===== config.mk =====
export PLATFORM = sky130hd
export DESIGN_NAME = branch_cmp_seq
export DESIGN_NICKNAME = d
export VERILOG_FILES = /design/src/rtl/cmp_pkg.sv /design/src/rtl/chunk_cmp.sv /design/src/rtl/branch_cmp_seq.sv
export SDC_FILE = /design/constraint.sdc
export NUM_CORES = 1
export LEC_CHECK = 0
export ABC_AREA = 1
export CAP_MARGIN = 10
export CELL_PAD_IN_SITES_DETAIL_PLACEMENT = 1
export CELL_PAD_IN_SITES_GLOBAL_PLACEMENT = 2
export CORE_MARGIN = 3
export CORE_UTILIZATION = 31
export DETAILED_ROUTE_END_ITERATION = 10
export GPL_ROUTABILITY_DRIVEN = 0
export PLACE_DENSITY_LB_ADDON = 0.12
export SETUP_SLACK_MARGIN = 0.1
export SLEW_MARGIN = 20
export SYNTH_ARGS = -nofsm -noshare
export SYNTH_HDL_FRONTEND = slang
export SYNTH_HIERARCHICAL = 1
export SYNTH_SLANG_ARGS = --single-unit

===== constraint.sdc =====
create_clock -name clk -period 3.59 [get_ports clk]
set_clock_uncertainty 0.15 [all_clocks]
set_input_delay 0.718 -clock clk [delete_from_list [all_inputs] [get_ports clk]]
set_output_delay 0.718 -clock clk [all_outputs]
set_load 0.02 [all_outputs]

===== src/rtl/cmp_pkg.sv =====
// Shared types for the sequential branch comparator.
//   cond_e  : branch condition, encoded as RISC-V funct3
//   state_e : control FSM states
package cmp_pkg;

  typedef enum logic [2:0] {
    COND_EQ  = 3'b000,
    COND_NE  = 3'b001,
    COND_LT  = 3'b100,
    COND_GE  = 3'b101,
    COND_LTU = 3'b110,
    COND_GEU = 3'b111
  } cond_e;

  typedef enum logic [1:0] {
    S_IDLE,
    S_BUSY,
    S_DONE
  } state_e;

  // funct3 010/011 are not branch encodings
  function automatic logic cond_is_legal(input logic [2:0] f3);
    return f3[2] | ~f3[1];
  endfunction

endpackage


===== src/rtl/chunk_cmp.sv =====
// Combinational CHUNK-bit unsigned compare of one operand slice.
//   a, b : operand slices
//   diff : a != b
//   lt   : a <  b (unsigned)
module chunk_cmp #(
  parameter int unsigned CHUNK = 8
) (
  input  logic [CHUNK-1:0] a,
  input  logic [CHUNK-1:0] b,
  output logic             diff,
  output logic             lt
);

  assign diff = (a != b);
  assign lt   = (a < b);

endmodule


===== src/rtl/branch_cmp_seq.sv =====
// Multi-cycle branch comparator: scans operands CHUNK bits per cycle, MSB
// chunk first, and reports taken plus raw ne/ge/geu flags.
// Optional macro BRCMP_EARLY_EXIT_EN: leave the scan as soon as the first
// differing chunk has decided both the signed and unsigned result.
// Ports:
//   clk, rst_n           : clock, synchronous active-low reset
//   in_valid/in_ready    : request handshake (in_ready high only when idle)
//   op_a, op_b, cond     : operands and funct3 branch condition
//   out_valid/out_ready  : result handshake, result held until accepted
//   taken, ne, ge, geu   : branch outcome and raw compare flags
//   illegal              : cond was 010 or 011
module branch_cmp_seq
  import cmp_pkg::*;
#(
  parameter int unsigned WIDTH = 32,
  parameter int unsigned CHUNK = 8
) (
  input  logic             clk,
  input  logic             rst_n,
  input  logic             in_valid,
  output logic             in_ready,
  input  logic [WIDTH-1:0] op_a,
  input  logic [WIDTH-1:0] op_b,
  input  logic [2:0]       cond,
  output logic             out_valid,
  input  logic             out_ready,
  output logic             taken,
  output logic             ne,
  output logic             ge,
  output logic             geu,
  output logic             illegal
);

  localparam int unsigned NCHUNK = WIDTH / CHUNK;
  localparam int unsigned IDXW   = (NCHUNK > 1) ? $clog2(NCHUNK) : 1;
  localparam logic [IDXW-1:0]  IDX_TOP  = IDXW'(NCHUNK - 1);
  localparam logic [WIDTH-1:0] MSB_MASK = WIDTH'(1) << (WIDTH - 1);

  if ((WIDTH % CHUNK) != 0) begin : g_bad_chunk
    $error("branch_cmp_seq: WIDTH must be a multiple of CHUNK");
  end

  state_e           state_q, state_d;
  logic [WIDTH-1:0] a_q, a_d, b_q, b_d;
  logic [2:0]       cond_q, cond_d;
  logic [IDXW-1:0]  idx_q, idx_d;
  logic             dec_u_q, dec_u_d, lt_u_q, lt_u_d;
  logic             dec_s_q, dec_s_d, lt_s_q, lt_s_d;
  logic             differ_q, differ_d;
  logic             in_ready_q, in_ready_d, out_valid_q, out_valid_d;
  logic             taken_q, taken_d, ne_q, ne_d, ge_q, ge_d;
  logic             geu_q, geu_d, illegal_q, illegal_d;

  // Current chunk of the raw operands and of the sign-flipped copies
  logic [WIDTH-1:0] a_shift, b_shift, as_shift, bs_shift;
  logic [CHUNK-1:0] a_chunk, b_chunk, as_chunk, bs_chunk;
  logic             u_diff, u_lt, s_diff, s_lt;

  assign a_shift  = a_q >> (32'(idx_q) * CHUNK);
  assign b_shift  = b_q >> (32'(idx_q) * CHUNK);
  assign as_shift = (a_q ^ MSB_MASK) >> (32'(idx_q) * CHUNK);
  assign bs_shift = (b_q ^ MSB_MASK) >> (32'(idx_q) * CHUNK);
  assign a_chunk  = a_shift[CHUNK-1:0];
  assign b_chunk  = b_shift[CHUNK-1:0];
  assign as_chunk = as_shift[CHUNK-1:0];
  assign bs_chunk = bs_shift[CHUNK-1:0];

  chunk_cmp #(.CHUNK(CHUNK)) u_cmp_u (
    .a    (a_chunk),
    .b    (b_chunk),
    .diff (u_diff),
    .lt   (u_lt)
  );

  chunk_cmp #(.CHUNK(CHUNK)) u_cmp_s (
    .a    (as_chunk),
    .b    (bs_chunk),
    .diff (s_diff),
    .lt   (s_lt)
  );

  // Scan results including the current chunk
  logic lt_u_n, dec_u_n, lt_s_n, dec_s_n, differ_n, last_chunk;

  // Next-state and output logic
  always_comb begin
    state_d     = state_q;
    a_d         = a_q;
    b_d         = b_q;
    cond_d      = cond_q;
    idx_d       = idx_q;
    dec_u_d     = dec_u_q;
    lt_u_d      = lt_u_q;
    dec_s_d     = dec_s_q;
    lt_s_d      = lt_s_q;
    differ_d    = differ_q;
    in_ready_d  = in_ready_q;
    out_valid_d = out_valid_q;
    taken_d     = taken_q;
    ne_d        = ne_q;
    ge_d        = ge_q;
    geu_d       = geu_q;
    illegal_d   = illegal_q;

    // The first differing chunk decides; later chunks cannot change it
    lt_u_n   = dec_u_q ? lt_u_q : (u_diff & u_lt);
    dec_u_n  = dec_u_q | u_diff;
    lt_s_n   = dec_s_q ? lt_s_q : (s_diff & s_lt);
    dec_s_n  = dec_s_q | s_diff;
    differ_n = differ_q | u_diff;
`ifdef BRCMP_EARLY_EXIT_EN
    last_chunk = (idx_q == '0) | (dec_u_n & dec_s_n);
`else
    last_chunk = (idx_q == '0);
`endif

    unique case (state_q)
      S_IDLE: begin
        if (in_valid && in_ready_q) begin
          a_d        = op_a;
          b_d        = op_b;
          cond_d     = cond;
          idx_d      = IDX_TOP;
          dec_u_d    = 1'b0;
          lt_u_d     = 1'b0;
          dec_s_d    = 1'b0;
          lt_s_d     = 1'b0;
          differ_d   = 1'b0;
          in_ready_d = 1'b0;
          state_d    = S_BUSY;
        end
      end
      S_BUSY: begin
        lt_u_d   = lt_u_n;
        dec_u_d  = dec_u_n;
        lt_s_d   = lt_s_n;
        dec_s_d  = dec_s_n;
        differ_d = differ_n;
        idx_d    = idx_q - IDXW'(1);
        if (last_chunk) begin
          state_d     = S_DONE;
          out_valid_d = 1'b1;
          ne_d        = differ_n;
          ge_d        = ~lt_s_n;
          geu_d       = ~lt_u_n;
          illegal_d   = ~cond_is_legal(cond_q);
          case (cond_e'(cond_q))
            COND_EQ:  taken_d = ~differ_n;
            COND_NE:  taken_d = differ_n;
            COND_LT:  taken_d = lt_s_n;
            COND_GE:  taken_d = ~lt_s_n;
            COND_LTU: taken_d = lt_u_n;
            COND_GEU: taken_d = ~lt_u_n;
            default:  taken_d = 1'b0;
          endcase
        end
      end
      S_DONE: begin
        if (out_ready) begin
          out_valid_d = 1'b0;
          in_ready_d  = 1'b1;
          state_d     = S_IDLE;
        end
      end
      default: begin
        state_d     = S_IDLE;
        in_ready_d  = 1'b1;
        out_valid_d = 1'b0;
      end
    endcase
  end

  // State and output registers
  always_ff @(posedge clk) begin
    if (!rst_n) begin
      state_q     <= S_IDLE;
      a_q         <= '0;
      b_q         <= '0;
      cond_q      <= '0;
      idx_q       <= '0;
      dec_u_q     <= 1'b0;
      lt_u_q      <= 1'b0;
      dec_s_q     <= 1'b0;
      lt_s_q      <= 1'b0;
      differ_q    <= 1'b0;
      in_ready_q  <= 1'b1;
      out_valid_q <= 1'b0;
      taken_q     <= 1'b0;
      ne_q        <= 1'b0;
      ge_q        <= 1'b0;
      geu_q       <= 1'b0;
      illegal_q   <= 1'b0;
    end else begin
      state_q     <= state_d;
      a_q         <= a_d;
      b_q         <= b_d;
      cond_q      <= cond_d;
      idx_q       <= idx_d;
      dec_u_q     <= dec_u_d;
      lt_u_q      <= lt_u_d;
      dec_s_q     <= dec_s_d;
      lt_s_q      <= lt_s_d;
      differ_q    <= differ_d;
      in_ready_q  <= in_ready_d;
      out_valid_q <= out_valid_d;
      taken_q     <= taken_d;
      ne_q        <= ne_d;
      ge_q        <= ge_d;
      geu_q       <= geu_d;
      illegal_q   <= illegal_d;
    end
  end

  assign in_ready  = in_ready_q;
  assign out_valid = out_valid_q;
  assign taken     = taken_q;
  assign ne        = ne_q;
  assign ge        = ge_q;
  assign geu       = geu_q;
  assign illegal   = illegal_q;

endmodule


## Word level (Yosys, flattened, before mapping)

Index checks and enable logic that the tools add are counted.

- Reductions and logical operators: 11
- Bitwise operators: 15
- Add/sub/neg operators: 1
- Shift operators: 4
- Multiplexer cells: 20
- Equality and inequality tests: 12
- Order comparisons: 2

Operators with widths:

| operator | count |
|---|---|
| $shr 32x5->8 | 4 |
| $lt 8x8->1 | 2 |
| $ne 8x8->1 | 2 |
| $eq 3x3->1 const B | 4 |
| $pmux 1 s2 | 5 |
| $not 1->1 | 9 |
| $reduce_and 3->1 | 3 |
| $mux 2 | 4 |
| $mux 1 | 6 |
| $ne 2x2->1 const B | 3 |
| $pmux 1 s3 | 2 |
| $pmux 1 s6 | 1 |
| $pmux 2 s3 | 1 |
| $reduce_and 2->1 | 3 |
| $logic_not 2->1 | 2 |
| $or 1x1->1 | 4 |
| $pmux 2 s2 | 1 |
| $eq 3x1->1 const B | 1 |
| $logic_not 3->1 | 1 |
| $and 1x1->1 | 2 |
| $eq 2x1->1 const B | 1 |
| $eq 2x2->1 const B | 1 |
| $reduce_bool 2->1 | 1 |
| $sub 2x1->2 const B | 1 |
| $logic_and 1x1->1 | 1 |

- Logic and storage cells: 82
- Output and inout port bits: 7
- Register bits: 83
- Input bits: 71

## Depth between registers and ports, before layout

Gate-level depths: netlist of run 1.

- Depth in word-level cells: 7
- Depth in mapped cells: 22
- Mapped depth without buffers: 20

## Modules after synthesis

The synthesis of run 1 kept the hierarchy.

By module, submodules not included:

| module | area each (um^2) | cells an instance | instances | sequential area each (um^2) |
|---|---|---|---|---|
| branch_cmp_seq | 3575.9 | 496 | 1 | 1661.6 |
| chunk_cmp | 219.0 | 36 | 2 | 0.0 |

## Worst setup path after synthesis of run 1

OpenSTA, ideal clock, no wires.

- Path type: register to register
- Start point: register idx_q[0]
- End point: register taken_q, in the netlist taken
- Stages on the path, launching flop included: 21
- Period minus slack after synthesis: 2.351 ns
- Path buffers: 2
- Slack: 1.239 ns
- Data required time: 3.331 ns
- Arrival time: 2.092 ns
- Library setup time: 0.109 ns
- Cells stage by stage: dfxtp_1 -> buf_2 -> clkinv_1 -> clkbuf_1 -> o21ai_0 -> o22ai_1 -> ha_1 -> nand2_1 -> inv_1 -> nand2_1 -> nand2_1 -> a21oi_2 -> nand2_1 -> nand2_1 -> nand2_1 -> nand2_1 -> nand2_1 -> nor2_1 -> nand3_1 -> nand2_1 -> inv_1

- Cells in the longest elaborated chain, start to end: 6
- Elaborated cells on any way between the ends: 19
- Those cells by class: order compare (2); eq/ne (2); shift (4); mux (3); bitwise (6); reduce/logical (2)

RTL lines:

| what | line | RTL |
|---|---|---|
| start: declaration | branch_cmp_seq.sv:46 | `logic [IDXW-1:0] idx_q, idx_d;` |
| start signal: assignment | branch_cmp_seq.sv:198 | `idx_q <= idx_d;` |
| $shr 32x5->8 (*) | branch_cmp_seq.sv:59 | `assign a_shift = a_q >> (32'(idx_q) * CHUNK);` |
| named net a_shift[3] | branch_cmp_seq.sv:55 | `logic [WIDTH-1:0] a_shift, b_shift, as_shift, bs_shift;` |
| $lt 8x8->1 (*) | chunk_cmp.sv:15 | `assign lt = (a < b);` |
| named net u_lt | branch_cmp_seq.sv:57 | `logic u_diff, u_lt, s_diff, s_lt;` |
| $and 1x1->1 (*) | branch_cmp_seq.sv:106 | `lt_u_n = dec_u_q ? lt_u_q : (u_diff & u_lt);` |
| $mux 1 (*) | branch_cmp_seq.sv:106 |  |
| $not 1->1 | branch_cmp_seq.sv:153 | `COND_GEU: taken_d = ~lt_u_n;` |
| $pmux 1 s6 (*) | branch_cmp_seq.sv:147 | `case (cond_e'(cond_q))` |
| end signal: assignment | branch_cmp_seq.sv:206 | `taken_q <= taken_d;` |
| end: declaration | branch_cmp_seq.sv:51 | `logic taken_q, taken_d, ne_q, ne_d, ge_q, ge_d;` |

Mark *: on every way through the listed nets, which the timed path passes. The rest lies on a longest branch.
A chain may end at the register's enable or synchronous reset.

## Final worst setup path of run 1

- Start point: register idx_q[0]
- End point: register taken_q, in the netlist taken

- Cells in the longest elaborated chain, start to end: 6
- Elaborated cells on any way between the ends: 19
- Those cells by class: order compare (2); eq/ne (2); shift (4); mux (3); bitwise (6); reduce/logical (2)

RTL lines:

| what | line |
|---|---|
| $shr 32x5->8 (*) | branch_cmp_seq.sv:59 |
| named net a_shift[3] | branch_cmp_seq.sv:55 |
| $lt 8x8->1 or $ne 8x8->1 (tied branches) | chunk_cmp.sv:15, chunk_cmp.sv:14 |
| $and 1x1->1 | branch_cmp_seq.sv:106 |
| $mux 1 | branch_cmp_seq.sv:106 |
| $not 1->1 | branch_cmp_seq.sv:153 |
| $pmux 1 s6 (*) | branch_cmp_seq.sv:147 |

Marked as above.

==> flow_metrics.env, run 1 <==
export IMPL_r2r_start="idx_q[0]"
export IMPL_power_density_nw_per_um2=573.8
export IMPL_diodes=0
export IMPL_post_cts_buffers=0
export IMPL_num_rows=40
export IMPL_post_route_min_period_ns=2.852
export IMPL_synthTopCellsByArea="dfxtp_1 (41%), nor2_1 (16%), o21ai_0 (13%), ha_1 (5.3%), nand2_1 (5.0%)"
export IMPL_hp_class="flip-flop to flip-flop"
export IMPL_yosys_warnings=6
export IMPL_swShare_pct=35.20
export IMPL_combPwrFrac_pct=33.8
export IMPL_path_max_fanout=16
export IMPL_final_fill_count=1596
export IMPL_ys_ff_latch=83
export IMPL_drtIter0Drc=119
export IMPL_yosysTopAreaCell="dfxtp_1"
export IMPL_overflow=0
export IMPL_final_antenna_net_count=0
export IMPL_io_buffers=77
export IMPL_tns_ns=0
export IMPL_start_kind="flip-flop"
export IMPL_drc=0
export IMPL_slew_violations=0
export IMPL_synth_cell_types=27
export IMPL_firstDrtPassIters=4
export IMPL_wirelength_mm=11.66
export IMPL_htreeDepth=3
export IMPL_syn_inst=568
export IMPL_setup_viol=0
export IMPL_dp_hpwl_mm=8.597
export IMPL_grt_max_degree=67
export IMPL_final_nets=719
export IMPL_drv_cap=0
export IMPL_regArea_um2=1662
export IMPL_final_util_pct=41.07
export IMPL_pre_cts_slack_ns=0.7201
export IMPL_seqPwrFrac_pct=38.9
export IMPL_ys_seq_area_share_pct=41.40
export IMPL_holdCritStartpoint="lt_u_q"
export IMPL_rsz0062_at_grt="false"
export IMPL_slew_headroom_pct=44.89
export IMPL_holdWs_ns=0.3209
export IMPL_cp_end_kind="flip-flop"
export IMPL_cts_root_buf="clkbuf_16"
export IMPL_cts_tree="built"
export IMPL_synthesis_nets=656
export IMPL_wl_per_cell_um=14.57
export IMPL_area_growth_pct=25.97
export IMPL_cts_resized=0
export IMPL_final_cells=800
export IMPL_grt_util_all_layers_pct=17.17
export IMPL_placedCellCount=788
export IMPL_multi_input_area_um2=1936
export IMPL_antenna_found_initial=0
export IMPL_num_vias=3807
export IMPL_cts_made_buffers=9
export IMPL_num_io_pins=78
export IMPL_cts_hold_buf=0
export IMPL_yosysTopAreaCellShare_pct=41.40
export IMPL_clock_tree_buffer_depth=2
export IMPL_r2r_setup_slack_ns=0.74
export IMPL_r2r_end="taken"
export IMPL_r2r_cells=17
export IMPL_final_setup_worst_slack_ns=0.7376
export IMPL_first_global_vias=4005
export IMPL_grt_pass1_wl_mm=19.85
export IMPL_crit_type="flip-flop to flip-flop"
export IMPL_p_switching_w=0.001021
export IMPL_cp_required_ns=3.68
export IMPL_clock_sinks=83
export IMPL_avgSynthCellArea_um2=7.067
export IMPL_worstPathArrival_ns=2.94
export IMPL_fmax_mhz=350.6
export IMPL_worstMarginPinSlew_ns=0.8267
export IMPL_start_util_pct=32.60
export IMPL_die_area_um2=14350
export IMPL_clkLatencyLatePin_ns=0.34
export IMPL_finalHoldViolCount=0
export IMPL_vdd_drop_max_mv=0.2766
export IMPL_clk_pin_slew_ns=0.05
export IMPL_die_w_um=119.8
export IMPL_dieHeight_um=119.8
export IMPL_syn_area_um2=4014
export IMPL_drive_gt1_share_pct=4.430
export IMPL_min_to="lt_u_q"
export IMPL_period_share_pct=79.45
export IMPL_p_clk_share_pct=27.3
export IMPL_whs_path_depth=2
export IMPL_leakagePower_nw=2.176
export IMPL_coreArea_um2=12310
export IMPL_intPower_w=0.001880
export IMPL_avgViaCountPerCell=4.759
export IMPL_status="finished, final reports clean"
[worst max path at each step]
stage                        start     to  slack (ns)  cells past startpoint
final                     idx_q[0]  taken        0.74                     17
after global routing      idx_q[0]  taken        0.36                     17
after CTS                 idx_q[0]  taken        0.70                     17
after detailed placement  idx_q[0]  taken        0.72                     17
after global placement    idx_q[0]  taken        0.83                     19
after floorplan           idx_q[0]  taken        1.24                     20
[per-stage QoR]
| step | total power [W] | area, um2 |
|---|---|---|
| floorplan | 0.001837 | 4014 |
| global placement | 0.002112 | 4818 |
| detailed placement | 0.002145 | 4818 |
| CTS | 0.002952 | 5056 |
| global route | 0.003151 | 5056 |
| finish | 0.002901 | 5056 |
[routing by layer]
metal,share of wire [%],global-route usage [%]
met2,46,28.53
met3,4.5,3.582
met5,0,0
met4,1.6,6.084
met1,48,22.08
[synthesized netlist by cell type]
| library cell | number |
|---|---|
| o22ai_1 | 14 |
| nor2_2 | 2 |
| nand4_1 | 2 |
| clkbuf_1 | 13 |
| nand3_1 | 8 |
| nor2_1 | 171 |
| buf_12 | 1 |
| nand2_2 | 1 |
| o21ai_1 | 8 |
| inv_2 | 2 |
| buf_2 | 7 |
| buf_6 | 8 |
| clkinv_1 | 1 |
| o21ai_0 | 105 |
| ha_1 | 17 |
| nand2_1 | 53 |
| o211ai_1 | 1 |
| inv_1 | 43 |
| o21a_1 | 2 |
| nor3_1 | 1 |
| a21oi_1 | 17 |
| nor2_4 | 1 |
| nor3_4 | 1 |
| a21oi_2 | 2 |
| clkbuf_2 | 1 |
| dfxtp_1 | 83 |
| buf_8 | 3 |
[power by group through the flow]
stage / Clock [W] / Combinational, W / Sequential [W]
after floorplan: 0 / 0.000710 / 0.00113
after global placement: 0 / 0.000965 / 0.00115
after detailed placement: 0 / 0.000998 / 0.00115
after CTS: 0.000816 / 0.00101 / 0.00113
after global routing: 0.000852 / 0.00115 / 0.00115
final: 0.000792 / 0.000982 / 0.00113
[cells in the final DEF, fill, tap and decap left out, drive strengths merged]
master         count
o21ai            113
nand3              8
nand2             54
clkdlybuf4s50     76
ha                17
inv               45
clkbuf            11
buf                9
nor3               2
dfxtp             83
a21oi             19
o22ai             14
nor2             174
o21a               2
o211ai             1
clkinv             2
nand4              2
[worst max-delay path: stages, from the launching register on]
cell	delay, ns
dfxtp_1	0.33
clkinv_1	0.31
buf_4	0.32
o21ai_0	0.16
o22ai_1	0.15
ha_1	0.35
a21oi_1	0.16
nand2_1	0.12
a21oi_2	0.12
nand2_1	0.05
nand2_1	0.06
nand2_1	0.08
nand2_1	0.07
o21ai_0	0.07
nor2_1	0.08
nand3_1	0.07
nand2_1	0.06
inv_1	0.03
[flip-flops by register name (all words and copies together), names as in the netlist, 2 cells and up]
signal   cells
idx_q        2
state_q      2
cond_q       3
b_q         32
a_q         32
[cell type report]
type,count,share of cell area (%)
Inverter,46,3.415
Multi-Input combinational cell,406,38.28
Sequential cell,83,32.86
Tap cell,168,4.157
Timing Repair Buffer,85,16.58
Clock buffer,11,4.603
Clock inverter,1,0.09899
[cells by family after synthesis]
kind of cell / count (synthesis) / synth area share, %
buffers and inverters: 79 / 10.38
adder cells (fa/ha/maj): 17 / 5.299
flip-flops: 83 / 41.40
AND/OR/NAND/NOR: 240 / 23.54
AO/OA/AOI/OAI: 149 / 19.39
(Power assumes the default switching activity.)
==> inputs of run 2 (changes only) <==
--- a/config.mk
+++ b/config.mk
@@ -10,7 +10,7 @@
 export CELL_PAD_IN_SITES_DETAIL_PLACEMENT = 1
 export CELL_PAD_IN_SITES_GLOBAL_PLACEMENT = 2
 export CORE_MARGIN = 3
-export CORE_UTILIZATION = 31
+export CORE_UTILIZATION = 26
 export DETAILED_ROUTE_END_ITERATION = 10
 export GPL_ROUTABILITY_DRIVEN = 0
 export PLACE_DENSITY_LB_ADDON = 0.12
==> constraint.sdc (replaced) <==
create_clock -name clk -period 2.35 [get_ports clk]
set_clock_uncertainty 0.15 [all_clocks]
set_input_delay 0.47 -clock clk [delete_from_list [all_inputs] [get_ports clk]]
set_output_delay 0.47 -clock clk [all_outputs]
set_load 0.02 [all_outputs]
==> flow_metrics.env, run 2 (synthesized netlist as in run 1, its figures left out) <==
export IMPL_cp_end_kind="flip-flop"
export IMPL_pre_cts_slack_ns=-0.3110
export IMPL_clk_pin_slew_ns=0.07
export IMPL_overflow=0
export IMPL_final_nets=751
export IMPL_whs_path_depth=2
export IMPL_dpl_cell_area_um2=5039
export IMPL_period_share_pct=111.7
export IMPL_mostFrequentLayoutCells="nor2_1 (166), o21ai_0 (82), dfxtp_1 (81), clkdlybuf4s50_1 (76), nand2_1 (43)"
export IMPL_cp_slowest_cell="dfxtp_4"
export IMPL_cp_depth=17
export IMPL_antenna_found_initial=0
export IMPL_setup_viol=8
export IMPL_cp_required_ns=2.45
export IMPL_leakagePower_nw=2.488
export IMPL_final_cells=852
export IMPL_htreeDepth=3
export IMPL_dieHeight_um=130.3
export IMPL_r2r_setup_slack_ns=-0.27
export IMPL_slew_violations=0
export IMPL_cts_made_buffers=9
export IMPL_start_util_pct=27.10
export IMPL_num_rows=44
export IMPL_mostFrequentLayoutCell="nor2_1"
export IMPL_coreArea_um2=14810
export IMPL_worst_path_most_repeated_cell="nand2_1"
export IMPL_final_antenna_net_count=0
export IMPL_vdd_drop_max_mv=0.4063
export IMPL_violations="negative setup slack"
export IMPL_final_setup_worst_slack_ns=-0.2741
export IMPL_wl_per_cell_um=15.35
export IMPL_r2r_cells=17
export IMPL_clock_tree_buffer_depth=2
export IMPL_die_w_um=130.3
export IMPL_final_fill_count=1798
export IMPL_avgViaCountPerCell=4.633
export IMPL_worstPathArrival_ns=2.73
export IMPL_diodes=0
export IMPL_regArea_um2=1667
export IMPL_rsz0062_at_grt="true"
export IMPL_crit_family="simple AND/OR/NAND/NOR gates"
export IMPL_dp_hpwl_mm=9.299
export IMPL_firstDrtPassIters=4
export IMPL_clkLatencyLatePin_ns=0.35
export IMPL_drv_cap=0
export IMPL_fmax_mhz=381.1
export IMPL_start_kind="flip-flop"
export IMPL_num_vias=3947
export IMPL_grt_pass1_wl_mm=20.65
export IMPL_path_max_fanout=8
export IMPL_drive_gt1_share_pct=17.07
export IMPL_cts_tree="built"
export IMPL_clock_sinks=83
export IMPL_post_route_min_period_ns=2.624
export IMPL_hp_class="flip-flop to flip-flop"
export IMPL_placedCellCount=825
export IMPL_area_growth_pct=46.35
export IMPL_cts_root_buf="clkbuf_16"
export IMPL_multi_input_area_um2=2190
export IMPL_io_buffers=77
export IMPL_num_io_pins=78
export IMPL_crit_type="flip-flop to flip-flop"
export IMPL_grt_max_degree=45
export IMPL_worstMarginPinSlew_ns=0.3821
export IMPL_top_regs="a_q x32, b_q x32, cond_q x3"
export IMPL_wirelength_mm=13.08
export IMPL_path_cells="buf_6, clkbuf_16, nor2_1, o22ai_2, inv_1, ha_1, nand2_1, nor2_2, nand4_1, nand2_1, nand2_1, nand2_2, o21ai_1, nor2_1, nand3_1, nand2_1, inv_1"
export IMPL_cts_hold_buf=0
export IMPL_drc=0
export IMPL_power_density_nw_per_um2=969.4
export IMPL_cp_buffers_inverters=4
export IMPL_slew_headroom_pct=74.52
export IMPL_drtIter0Drc=99
export IMPL_first_global_vias=4055
export IMPL_fin_area_um2=5874
export IMPL_slowest_delay_ns=0.52
export IMPL_status="finished with violations"
export IMPL_die_area_um2=16970
export IMPL_finalHoldViolCount=0
export IMPL_grt_util_all_layers_pct=15.49
run 2: worst register-to-register path, stage by stage (launching register included):
cell and delay [ns]:
dfxtp_4 0.52, buf_6 0.17, clkbuf_16 0.15, nor2_1 0.06
o22ai_2 0.19, inv_1 0.09, ha_1 0.28, nand2_1 0.05
nor2_2 0.17, nand4_1 0.13, nand2_1 0.10, nand2_1 0.06
nand2_2 0.09, o21ai_1 0.06, nor2_1 0.11, nand3_1 0.07
nand2_1 0.07, inv_1 0.03
run 2: per-layer routing:
| layer | wire (um) | up-vias | global-route usage (%) |
|---|---|---|---|
| li1 | - | 2029 | - |
| met1 | 6434 | 1847 | 20.38 |
| met2 | 5954 | 60 | 25.23 |
| met3 | 499 | 11 | 3.602 |
| met4 | 187 | 0 | 4.768 |
| met5 | 0 | - | 0 |
run 2: what timing repair did:
action / in CTS / in global routing
setup buffers: 0 / 5
setup endpoints to repair: 9 / 9
cloned: 1 / 5
pin swaps: 1 / 33
endpoints found under the hold margin: 0 / 0
gates resized for setup: 16 / 75
run 2: report_power, final:
part           internal [W]  total (W)  switching [W]
Combinational      0.000952    0.00207        0.00112
Clock               0.00125    0.00186       0.000602
Sequential          0.00161    0.00177       0.000164
Total               0.00381    0.00569        0.00188
run 2: metrics by stage:
step	utilization (%)	hold slack, ns	setup TNS, ns	power, W
2_1_floorplan	-	0.2893	0	0.002826
3_3_place_gp	34.02	0.3041	-0.7368	0.003390
3_5_place_dp	34.02	0.3183	-1.230	0.003428
4_1_cts	37.01	0.3274	-0.3426	0.005357
5_1_grt	39.67	0.3521	-2.661	0.006092
6_report	39.67	0.3245	-1.227	0.005695
run 2: worst paths after layout:
path	to	start
max reg2reg	taken	idx_q[0]
min reg2reg	differ_q	differ_q
max	taken	idx_q[0]
min	differ_q	differ_q
run 2: final cells by class:
| type | instances | share of cell area [%] |
|---|---|---|
| repair buffers | 115 | 20.38 |
| clock inverters | 7 | 2.790 |
| well taps | 184 | 3.919 |
| flip-flops and latches | 83 | 28.37 |
| clock buffers | 9 | 3.834 |
| inverters | 46 | 3.174 |
| repair inverters | 2 | 0.2556 |
| multi-input cells | 406 | 37.27 |
==> inputs of run 3 (changes only) <==
--- a/config.mk
+++ b/config.mk
@@ -9,8 +9,9 @@
 export CAP_MARGIN = 10
 export CELL_PAD_IN_SITES_DETAIL_PLACEMENT = 1
 export CELL_PAD_IN_SITES_GLOBAL_PLACEMENT = 2
+export CORE_ASPECT_RATIO = 0.6
 export CORE_MARGIN = 3
-export CORE_UTILIZATION = 26
+export CORE_UTILIZATION = 31
 export DETAILED_ROUTE_END_ITERATION = 10
 export GPL_ROUTABILITY_DRIVEN = 0
 export PLACE_DENSITY_LB_ADDON = 0.12
==> constraint.sdc (replaced) <==
create_clock -name clk -period 3.2 [get_ports clk]
set_clock_uncertainty 0.15 [all_clocks]
set_input_delay 0.64 -clock clk [delete_from_list [all_inputs] [get_ports clk]]
set_output_delay 0.64 -clock clk [all_outputs]
set_load 0.02 [all_outputs]
==> flow_metrics.env, run 3 (synthesized netlist as in run 1, its figures left out) <==
export IMPL_status="finished, final reports clean"
export IMPL_combPwrFrac_pct=32.5
export IMPL_clkLatencyLatePin_ns=0.34
export IMPL_num_rows=31
export IMPL_htreeDepth=3
export IMPL_intPower_w=0.002299
export IMPL_dp_hpwl_mm=9.103
export IMPL_coreArea_um2=12330
export IMPL_met2_usage_pct=26.91
export IMPL_drive_gt1_share_pct=6.386
export IMPL_top_regs="a_q x32, b_q x32, cond_q x3"
export IMPL_slew_headroom_pct=51.55
export IMPL_clk_pin_slew_ns=0.06
export IMPL_area_growth_pct=28.93
export IMPL_p_switching_w=0.001212
export IMPL_rsz0062_at_grt="false"
export IMPL_fmax_mhz=368.3
export IMPL_setup_viol=0
export IMPL_start_kind="flip-flop"
export IMPL_mostFrequentLayoutCell="nor2_1"
export IMPL_final_antenna_net_count=0
export IMPL_cts_tree="built"
export IMPL_num_io_pins=78
export IMPL_avgViaCountPerCell=4.740
export IMPL_cts_hold_buf=0
export IMPL_firstDrtPassIters=4
export IMPL_crit_type="flip-flop to flip-flop"
export IMPL_clock_sinks=83
export IMPL_hp_class="flip-flop to flip-flop"
export IMPL_diodes=0
export IMPL_wl_per_cell_um=15.42
export IMPL_drtIter0Drc=160
export IMPL_vdd_drop_max_mv=0.2678
export IMPL_p_clk_share_pct=31.3
export IMPL_drc=0
export IMPL_power_density_nw_per_um2=678.6
export IMPL_dpl_cell_area_um2=4832
export IMPL_wirelength_mm=12.45
export IMPL_met3_usage_pct=4.050
export IMPL_finalHoldViolCount=0
export IMPL_cp_required_ns=3.29
export IMPL_met1_usage_pct=25.40
export IMPL_seqPwrFrac_pct=36.2
export IMPL_start_util_pct=32.54
export IMPL_cts_made_buffers=9
export IMPL_grt_max_degree=43
export IMPL_worstPathArrival_ns=2.81
export IMPL_path_max_fanout=34
export IMPL_num_vias=3825
export IMPL_antenna_found_initial=0
export IMPL_fin_area_um2=5175
export IMPL_period_share_pct=84.85
export IMPL_cts_root_buf="clkbuf_16"
export IMPL_worstMarginPinSlew_ns=0.7268
export IMPL_mostFrequentLayoutCells="nor2_1 (171), o21ai_0 (105), dfxtp_1 (83), clkdlybuf4s50_1 (76), nand2_1 (53)"
export IMPL_leakagePower_nw=2.231
export IMPL_grt_util_all_layers_pct=17.72
export IMPL_slew_violations=0
export IMPL_dieHeight_um=94.14
export IMPL_post_route_min_period_ns=2.715
export IMPL_clock_tree_buffer_depth=2
export IMPL_first_global_vias=4036
export IMPL_drv_cap=0
export IMPL_busiest_layer="met2"
export IMPL_grt_pass1_wl_mm=20.43
export IMPL_tns_ns=0
export IMPL_swShare_pct=34.52
export IMPL_die_w_um=152.9
export IMPL_io_buffers=77
export IMPL_overflow=0
export IMPL_cp_end_kind="flip-flop"
export IMPL_die_area_um2=14390
export IMPL_final_nets=725
-- run 3: cell types whose count changed in the layout (fill, tap and decap cells not counted), sizes merged --
| cell | change |
|---|---|
| buf | -21 |
| bufinv | -3 |
| clkbuf | -1 |
| clkinv | -2 |
| clkinvlp | +3 |
| inv | -2 |
-- run 3: timing repair --
item / CTS / global route
setup buffers: 0 / 2
resized for setup: 0 / 4
endpoints found under the setup margin: 0 / 1
endpoints found under the hold margin: 0 / 0
-- run 3: stage by stage --
step                total power [W]  util (%)  setup slack [ns]  instances  hold WS, ns
CTS                        0.003529     41.69            0.3776        805       0.3234
detailed placement         0.002413     39.18            0.4235        789       0.3142
global placement           0.002381     39.18            0.5027        789       0.3047
floorplan                  0.002061         -            0.8494        568       0.2893
global route               0.003771     41.96            0.1189        807       0.3338
finish                     0.003512     41.96            0.4849        807       0.3199
-- run 3: final cells by class --
class / instances / area, um2
Tap cell: 165 / 206.4
Clock inverter: 5 / 77.57
Timing Repair Buffer: 91 / 874.6
Fill cell: 1528 / 7159
Sequential cell: 83 / 1662
Inverter: 46 / 180.2
Multi-Input combinational cell: 406 / 1942
Clock buffer: 11 / 232.7
-- run 3: final timing paths --
path	startpoint	to	slack [ns]	cells after the start
setup / recovery	idx_q[0]	taken	0.48	19
hold / removal	ne	ne	0.32	2
setup reg to reg	idx_q[0]	taken	0.48	19
hold reg to reg	ne	ne	0.32	2
-- run 3: per-layer routing --
layer | part of all wire, % | up-vias | wire, um
met5 | 0 | - | 0
met4 | 0.87 | 0 | 108
met3 | 4.0 | 10 | 493
met2 | 41 | 71 | 5065
met1 | 54 | 1779 | 6780
li1 | - | 1965 | -
-- run 3: critical path, cell delays in order (launching register included) --
cell and delay (ns):
dfxtp_1 0.38, buf_6 0.27, o21ai_0 0.12, o22ai_1 0.31
inv_1 0.09, ha_1 0.32, nand2_1 0.08, nand2_1 0.07
nand2_1 0.06, nand2_1 0.05, a21oi_2 0.11, nand2_1 0.06
nand2_1 0.05, nand2_1 0.07, nand2_1 0.06, o21ai_0 0.09
nor2_1 0.11, nand3_1 0.08, nand2_1 0.06, inv_1 0.03
-- run 3: power by group through the flow --
stage               Sequential [W]  Clock, W  Combinational [W]
floorplan                  0.00126         0           0.000797
global placement           0.00129         0            0.00109
detailed placement         0.00129         0            0.00113
CTS                        0.00127   0.00112            0.00114
global route               0.00129   0.00116            0.00132
finish                     0.00127   0.00110            0.00114
